==> src/rtl/cv32e40p_rf_ecc_scrubber.sv <==
// Background SEC scrubber for the Hamming-protected register file.
// Walks x1..x(NUM_REGS-1), writes back single-bit corrections, counts uncorrectable words.
module cv32e40p_rf_ecc_scrubber #(
    parameter int NUM_REGS       = 32,
    parameter int SCRUB_INTERVAL = 1024
) (
    input  logic        clk,
    input  logic        rst_n,
    input  logic        scrub_en_i,
    output logic [4:0]  raddr_o,
    input  logic [37:0] rdata_i,
    input  logic        core_we_i,
    input  logic [4:0]  core_waddr_i,
    output logic        wreq_o,
    input  logic        wgnt_i,
    output logic [4:0]  waddr_o,
    output logic [37:0] wdata_o,
    output logic [15:0] corr_cnt_o,
    output logic [15:0] uncorr_cnt_o,
    output logic        uncorr_err_o,
    output logic [4:0]  uncorr_addr_o,
    output logic        pass_done_o
);

    // state   | meaning
    // S_WAIT  | interval counter running down to the next scrub
    // S_READ  | ptr on the scrub read port, codeword captured into cw_q
    // S_CHECK | syndrome evaluated on cw_q, count / write-back decision
    // S_WB    | corrected codeword offered to the RF write port until granted
    typedef enum logic [1:0] {S_WAIT, S_READ, S_CHECK, S_WB} state_t;

    localparam int CNT_W = (SCRUB_INTERVAL > 1) ? $clog2(SCRUB_INTERVAL) : 1;
    localparam logic [CNT_W-1:0] CNT_RELOAD = CNT_W'(SCRUB_INTERVAL - 1);
    localparam logic [4:0] LAST_REG = 5'(NUM_REGS - 1);

    state_t            state_q, state_d;
    logic [4:0]        ptr_q, ptr_d;
    logic [CNT_W-1:0]  cnt_q, cnt_d;
    logic [37:0]       cw_q, cw_d;
    logic              wreq_q, wreq_d;
    logic [4:0]        waddr_q, waddr_d;
    logic [37:0]       wdata_q, wdata_d;
    logic [15:0]       corr_q, corr_d;
    logic [15:0]       uncorr_q, uncorr_d;
    logic              uerr_q, uerr_d;
    logic [4:0]        uaddr_q, uaddr_d;
    logic              pass_q, pass_d;

    logic [5:0]        syn;
    logic [37:0]       cw_fix;
    logic              correctable;
    logic              race;
    logic [4:0]        ptr_next;
    logic              wrap;

    // Syndrome is the XOR of the 1-based positions of all set bits.
    always_comb begin
        syn = '0;
        for (int i = 0; i < 38; i++) begin
            if (cw_q[i]) syn = syn ^ 6'(i + 1);
        end
    end

    always_comb begin
        cw_fix = cw_q;
        for (int i = 0; i < 38; i++) begin
            cw_fix[i] = cw_q[i] ^ (syn == 6'(i + 1));
        end
    end

    assign correctable = (syn != 6'd0) && (syn <= 6'd38);
    assign race        = core_we_i && (core_waddr_i == ptr_q);
    assign wrap        = (ptr_q == LAST_REG);
    assign ptr_next    = wrap ? 5'd1 : ptr_q + 5'd1;

    always_comb begin
        state_d  = state_q;
        ptr_d    = ptr_q;
        cnt_d    = cnt_q;
        cw_d     = cw_q;
        wreq_d   = wreq_q;
        waddr_d  = waddr_q;
        wdata_d  = wdata_q;
        corr_d   = corr_q;
        uncorr_d = uncorr_q;
        uerr_d   = 1'b0;
        uaddr_d  = uaddr_q;
        pass_d   = 1'b0;

        if (!scrub_en_i) begin
            state_d = S_WAIT;
            cnt_d   = CNT_RELOAD;
            wreq_d  = 1'b0;
        end else begin
            case (state_q)
                S_WAIT: begin
                    if (cnt_q == '0) state_d = S_READ;
                    else             cnt_d   = cnt_q - 1'b1;
                end
                S_READ: begin
                    if (race) begin
                        state_d = S_WAIT;
                        cnt_d   = CNT_RELOAD;
                    end else begin
                        cw_d    = rdata_i;
                        state_d = S_CHECK;
                    end
                end
                S_CHECK: begin
                    if (race) begin
                        // sample is stale; same register is retried next time
                        state_d = S_WAIT;
                        cnt_d   = CNT_RELOAD;
                    end else if (syn == 6'd0) begin
                        ptr_d   = ptr_next;
                        pass_d  = wrap;
                        state_d = S_WAIT;
                        cnt_d   = CNT_RELOAD;
                    end else if (correctable) begin
                        corr_d  = (corr_q == 16'hFFFF) ? corr_q : corr_q + 16'd1;
                        wdata_d = cw_fix;
                        waddr_d = ptr_q;
                        wreq_d  = 1'b1;
                        state_d = S_WB;
                    end else begin
                        uncorr_d = (uncorr_q == 16'hFFFF) ? uncorr_q : uncorr_q + 16'd1;
                        uerr_d   = 1'b1;
                        uaddr_d  = ptr_q;
                        ptr_d    = ptr_next;
                        pass_d   = wrap;
                        state_d  = S_WAIT;
                        cnt_d    = CNT_RELOAD;
                    end
                end
                S_WB: begin
                    // a grant beats a same-cycle core write to the same register
                    if (wgnt_i || race) begin
                        wreq_d  = 1'b0;
                        ptr_d   = ptr_next;
                        pass_d  = wrap;
                        state_d = S_WAIT;
                        cnt_d   = CNT_RELOAD;
                    end
                end
                default: begin
                    state_d = S_WAIT;
                    cnt_d   = CNT_RELOAD;
                    wreq_d  = 1'b0;
                end
            endcase
        end
    end

    always_ff @(posedge clk or negedge rst_n) begin
        if (!rst_n) begin
            state_q  <= S_WAIT;
            ptr_q    <= 5'd1;
            cnt_q    <= CNT_RELOAD;
            cw_q     <= '0;
            wreq_q   <= 1'b0;
            waddr_q  <= 5'd1;
            wdata_q  <= '0;
            corr_q   <= '0;
            uncorr_q <= '0;
            uerr_q   <= 1'b0;
            uaddr_q  <= '0;
            pass_q   <= 1'b0;
        end else begin
            state_q  <= state_d;
            ptr_q    <= ptr_d;
            cnt_q    <= cnt_d;
            cw_q     <= cw_d;
            wreq_q   <= wreq_d;
            waddr_q  <= waddr_d;
            wdata_q  <= wdata_d;
            corr_q   <= corr_d;
            uncorr_q <= uncorr_d;
            uerr_q   <= uerr_d;
            uaddr_q  <= uaddr_d;
            pass_q   <= pass_d;
        end
    end

    assign raddr_o       = ptr_q;
    assign wreq_o        = wreq_q;
    assign waddr_o       = waddr_q;
    assign wdata_o       = wdata_q;
    assign corr_cnt_o    = corr_q;
    assign uncorr_cnt_o  = uncorr_q;
    assign uncorr_err_o  = uerr_q;
    assign uncorr_addr_o = uaddr_q;
    assign pass_done_o   = pass_q;

endmodule

==> config.mk <==
export PLATFORM = sky130hd
export DESIGN_NAME = cv32e40p_rf_ecc_scrubber
export DESIGN_NICKNAME = d
export VERILOG_FILES = /design/src/rtl/cv32e40p_rf_ecc_scrubber.sv
export SDC_FILE = /design/constraint.sdc
export NUM_CORES = 1
export LEC_CHECK = 0
export CAP_MARGIN = 20
export CORE_MARGIN = 2
export CORE_UTILIZATION = 45
export CTS_BUF_LIST = sky130_fd_sc_hd__clkbuf_8
export CTS_CLUSTER_DIAMETER = 80
export DETAILED_ROUTE_END_ITERATION = 10
export HOLD_SLACK_MARGIN = 0.1
export PLACE_DENSITY = 0.7
export REMOVE_ABC_BUFFERS = 1
export SLEW_MARGIN = 20
export SYNTH_ARGS = -nofsm -noshare
export SYNTH_HDL_FRONTEND = slang
export SYNTH_SLANG_ARGS = --single-unit
==> constraint.sdc <==
create_clock -name clk -period 3.27 [get_ports clk]
set_input_delay 0.4905 -clock clk [delete_from_list [all_inputs] [get_ports clk]]
set_output_delay 0.4905 -clock clk [all_outputs]
set_load 0.005 [all_outputs]
==> impl_table.tex <==
\begin{tabular}{lr}
\hline
Metric & Value \\
\hline
\multicolumn{2}{l}{\textbf{Outcome}} \\
\quad Outcome & finished clean \\
\multicolumn{2}{l}{\textbf{Timing}} \\
\quad Crit path setup slack, layout & about 170 ps \\
\quad Largest clock skew in the final design & 11.47 ps \\
\quad Period utilisation layout & 94.88\% \\
\quad Final count of pins violating max slew & 0 \\
\quad Max Fclk & approximately 320 MHz \\
\quad Slew @ Worst Pin & between 700 and 800 ps \\
\quad Final Setup Violations & 0 \\
\quad Hold violation count in the final report & 0 \\
\quad Hold Slack & approximately 470 ps \\
\quad Relative max-transition margin & between 50\% and 60\% \\
\quad Unrepaired setup endpoints after global routing & no \\
\quad Time the worst path needs with I/O delays and setup & approximately 3100 ps \\
\multicolumn{2}{l}{\textbf{Synthesis}} \\
\quad Count of flip-flops with a built-in enable after synthesis & 0 \\
\quad Netlist cell types & 58 \\
\quad Area share of and/or/nand/nor cells after synthesis & 15.91\% \\
\quad Most used DFF post-synth & dfrtp\_1 \\
\quad Synthesis-stage register bit count & about 140 \\
\quad Average size of a mapped cell & between 10 and 15 um\^{}2 \\
\quad Post-synthesis compound-gate area fraction & roughly 6.7\% \\
\quad Post-Syn Instances & $\sim$660 \\
\quad Total number of yosys warnings & 0 \\
\quad Post-synthesis sequential area ratio & 47.77\% \\
\quad Combinational family with the most area after synthesis & XOR/XNOR gates \\
\quad Async SR Flop Fraction & 100.0\% \\
\quad Adder and majority gate portion of the synthesized area & less than 1\% \\
\quad Mux cell area share after synthesis & roughly 7.9\% \\
\quad Summed instance area of the synthesized netlist & just over 7000 um\^{}2 \\
\quad Xor and xnor area share after synthesis & a little under a fifth \\
\multicolumn{2}{l}{\textbf{Floorplan}} \\
\quad Floorplan die area & between 15,000 and 20,000 um\^{}2 \\
\quad Die width & $\sim$130 um \\
\quad Die height & roughly 130 um \\
\quad Initial standard-cell utilization of the core & between 40\% and 50\% \\
\quad I/O pin count & 136 \\
\quad Std-Cell Rows & between 40 and 50 \\
\quad Placeable core area & approximately 16,000 um\^{}2 \\
\multicolumn{2}{l}{\textbf{Clocking}} \\
\quad Setup Fix Bufs, Post-CTS & 0 \\
\quad Total clock buffers created by CTS & 17 \\
\quad Source-to-sink clock delay at the later pin of the worst-skew pair & 450 ps \\
\quad Sink count of the clock tree & around 140 \\
\quad Root buffer selected by CTS & clkbuf\_8 \\
\quad PostCTS Resize Cnt & 0 \\
\quad Number of buffers on the longest clock path & 2 \\
\quad Total number of H-tree levels & 4 \\
\quad CTS tree & yes \\
\quad Clk pin slew, worst setup/hold paths & about 80 ps \\
\multicolumn{2}{l}{\textbf{Route}} \\
\quad Final routed wirelength across all metal layers & around 17,000 um \\
\quad DR WL/cell & 16.13 um \\
\quad Number of antenna-violating nets in the routed design & 0 \\
\quad Number of search-and-repair iterations in the first detailed-routing pass & 5 \\
\quad Via density per instance & a little over 5 \\
\quad Number of design-rule violations left by the first detailed-router iteration & $\sim$280 \\
\quad Via count of the routed design & between 5,000 and 6,000 \\
\quad Remaining routing DRC violations & 0 \\
\multicolumn{2}{l}{\textbf{Critical path}} \\
\quad Data arrival time at the worst-slack endpoint & approximately 3400 ps \\
\quad Classification of the worst setup path & flip-flop to flip-flop \\
\quad CP Cell Sequence & xnor3\_1 > xnor3\_2 > xnor3\_2 > o32a\_4 > nor4b\_4 > buf\_12 > nand4\_1 > mux2\_2 \\
\quad Worst path buffer plus inverter count & 1 \\
\quad Worst path max stage delay & $\sim$470 ps \\
\quad Top Family by Delay on Critical Path & XOR/XNOR gates \\
\quad WP data required & 3610 ps \\
\quad Setup crit end kind & flip-flop \\
\quad Maximum fanout encountered on the critical timing path & 21 \\
\quad Cell mode on critical path & xnor3\_2 \\
\quad Worst-path cell with the longest stage delay & xnor3\_2 \\
\quad Startpoint type of the worst setup path & flip-flop \\
\multicolumn{2}{l}{\textbf{Final layout}} \\
\quad Final core area utilization & between 50\% and 60\% \\
\quad Share of layout cells above drive strength 1 & 15.56\% \\
\quad Number of nets in the final layout & between 800 and 900 \\
\quad Antenna diodes & 0 \\
\quad Area growth from synthesis to layout & 27.92\% \\
\multicolumn{2}{l}{\textbf{Power}} \\
\quad Portion of total power attributed to sequential cells & a little over half \\
\quad Max VDD drop & roughly 0.22 mV \\
\quad Fraction of power consumed by combinational cells & $\sim$3.5\% \\
\quad Static Leakage & between 4 and 5 nW \\
\quad Fraction of power consumed by the clock network & between 40\% and 50\% \\
\quad Cell-internal power & between 2 and 3 mW \\
\quad Power per Cell Area & approximately 350 nW/um\^{}2 \\
\quad Switching component of the power & 0.7184 mW \\
\quad Fraction of power spent switching nets & roughly 22\% \\
\multicolumn{2}{l}{\textbf{Global routing}} \\
\quad Overall fraction of global-route tracks in use & 20.15\% \\
\quad Initial antenna violation count & 0 \\
\quad Wire length of the first global-routing pass & approximately 27,000 um \\
\quad Congestion Overflow GR & 0 \\
\quad Largest net degree at the start of global routing & just under 80 \\
\quad Via count of the first global-routing pass & between 5,000 and 6,000 \\
\multicolumn{2}{l}{\textbf{Place}} \\
\quad Input/output buffers & 135 \\
\quad Post-placement setup slack & 175.9 ps \\
\quad Final estimated routing congestion in global placement & 0.8437 \\
\quad Dpl hpwl & $\sim$12,000 um \\
\multicolumn{2}{l}{\textbf{Min path}} \\
\quad Path class of the lowest-slack min-delay path & flip-flop to flip-flop \\
\multicolumn{2}{l}{\textbf{Job}} \\
\quad Number of max-capacitance violations reported & 0 \\
\hline
\end{tabular}
-- registers in the layout (all words and copies together) (netlist names) --
signal	cells
waddr_o	5
raddr_o	5
state_q	2
wreq_o	1
wdata_o	38
uncorr_addr_o	5
cnt_q	10
cw_q	38
uncorr_err_o	1
uncorr_cnt_o	16
corr_cnt_o	16
pass_done_o	1
-- metal layers --
| layer | vias to the layer above | global-route usage (%) | share of wire (%) |
|---|---|---|---|
| li1 | 2562 | - | - |
| met1 | 2599 | 27.37 | 46 |
| met2 | 118 | 32.34 | 49 |
| met3 | 17 | 3.868 | 4.1 |
| met4 | 0 | 7.384 | 1.8 |
| met5 | - | 0 | 0 |
-- tightest hold or removal path, delay by kind of cell, from the launching register on --
kind	cells	cell delay [ps]
simple gates	2	100
flops	1	380
-- final timing paths --
check,from,end,slack [ps],depth (start not counted)
max,cw_q[6]$_DFFE_PN0P_,uncorr_cnt_o[4]$_DFFE_PN0P_,170,8
min,waddr_o[0]$_DFFE_PN1P_,waddr_o[0]$_DFFE_PN1P_,470,2
max reg2reg,cw_q[6]$_DFFE_PN0P_,uncorr_cnt_o[4]$_DFFE_PN0P_,170,8
min reg2reg,waddr_o[0]$_DFFE_PN1P_,waddr_o[0]$_DFFE_PN1P_,470,2
max in group asynchronous,rst_n,cw_q[16]$_DFFE_PN0P_,1990,3
min in group asynchronous,rst_n,cw_q[13]$_DFFE_PN0P_,570,2
-- cell families (layout without fill, tap and decap cells) --
kind of cell               Yosys count  count (layout)
adders and majority gates            5               5
buffers and inverters               39             192
xor gates and xnor gates           123             123
muxes                               51              51
DFF                                138             138
and+or+nand+nor                    236             236
AOI/OAI and AO/OA                   71              71
-- area by class of cell --
cell class	count	area, um^2
Sequential cell	138	3468
Clock inverter	12	122.6
Tap cell	216	270.3
Multi-Input combinational cell	486	3611
Clock buffer	20	275.3
Fill cell	1317	6540
Inverter	14	52.55
Timing Repair Buffer	146	1488
-- power by group through the flow --
stage / combinational [mW] / clock, mW / sequential, mW
2_1_floorplan: 0.0112 / 0 / 1.75
3_3_place_gp: 0.113 / 0 / 1.75
3_5_place_dp: 0.116 / 0 / 1.75
4_1_cts: 0.117 / 1.42 / 1.71
5_1_grt: 0.126 / 1.50 / 1.71
6_report: 0.114 / 1.39 / 1.71
-- metrics by stage --
stage	cells	instance area [um^2]	total power, mW	TNS [ps]
2_1_floorplan	638	7132	1.758	-7499
3_3_place_gp	999	8880	1.860	0
3_5_place_dp	999	8880	1.863	0
4_1_cts	1032	9288	3.248	0
5_1_grt	1032	9288	3.339	0
6_report	1032	9288	3.221	0
-- cells in the final DEF (no fill, tap or decap), types with 3 or more instances in the layout --
cell | synthesis | layout
mux2_2 | 47 | 47
dfrtp_1 | 126 | 126
nor3b_1 | 3 | 3
clkbuf_8 | 0 | 20
xor2_1 | 35 | 35
xnor3_1 | 11 | 11
nand3b_1 | 6 | 6
o21ai_0 | 47 | 47
nand2_1 | 89 | 89
xnor2_1 | 68 | 68
nor4_1 | 3 | 3
inv_1 | 14 | 14
nor2_1 | 35 | 35
ha_1 | 5 | 5
dfstp_2 | 12 | 12
xnor3_2 | 4 | 4
clkdlybuf4s50_1 | 0 | 134
and2_1 | 3 | 3
buf_4 | 1 | 6
clkinv_2 | 0 | 6
nor3_1 | 20 | 20
nand3_1 | 25 | 25
xnor2_2 | 4 | 4
or2_2 | 4 | 4
nor2b_1 | 3 | 3
nand2b_1 | 4 | 4
and3_1 | 15 | 15
nand4_1 | 16 | 16
o211ai_1 | 5 | 5
buf_12 | 0 | 4
mux2_1 | 4 | 4
-- Yosys cell counts, types with 2 or more instances --
master	count	area, um^2
a31oi_1	2	12.51
nand3b_1	6	45.04
dfstp_2	12	315.3
nor4_1	3	18.77
nor2b_1	3	18.77
buf_6	3	33.78
xnor2_1	68	595.6
xnor2_2	4	65.06
nor3b_1	3	22.52
xor2_1	35	306.5
clkbuf_1	12	45.04
xnor3_1	11	247.7
mux2_1	4	45.04
nor3_1	20	100.1
nand3_1	25	125.1
nor2_1	35	131.4
or3b_2	2	17.52
xnor3_2	4	95.09
nand2b_1	4	25.02
a211oi_1	2	15.01
nand4_1	16	100.1
inv_1	14	52.55
buf_2	7	35.03
dfrtp_1	126	3153
or2_2	4	25.02
o21ai_0	47	235.2
mux2_2	47	529.3
buf_1	2	7.510
nand2_1	89	334.1
and3_1	15	93.84
o211ai_1	5	37.54
ha_1	5	62.56
and2_1	3	18.77
-- repair_timing --
action,4_1_cts,5_1_grt
hold buffers,1,0
hold endpoints to repair,47,0
endpoints found under the setup margin,0,0
Note: power is estimated with default switching activity, not from simulation.
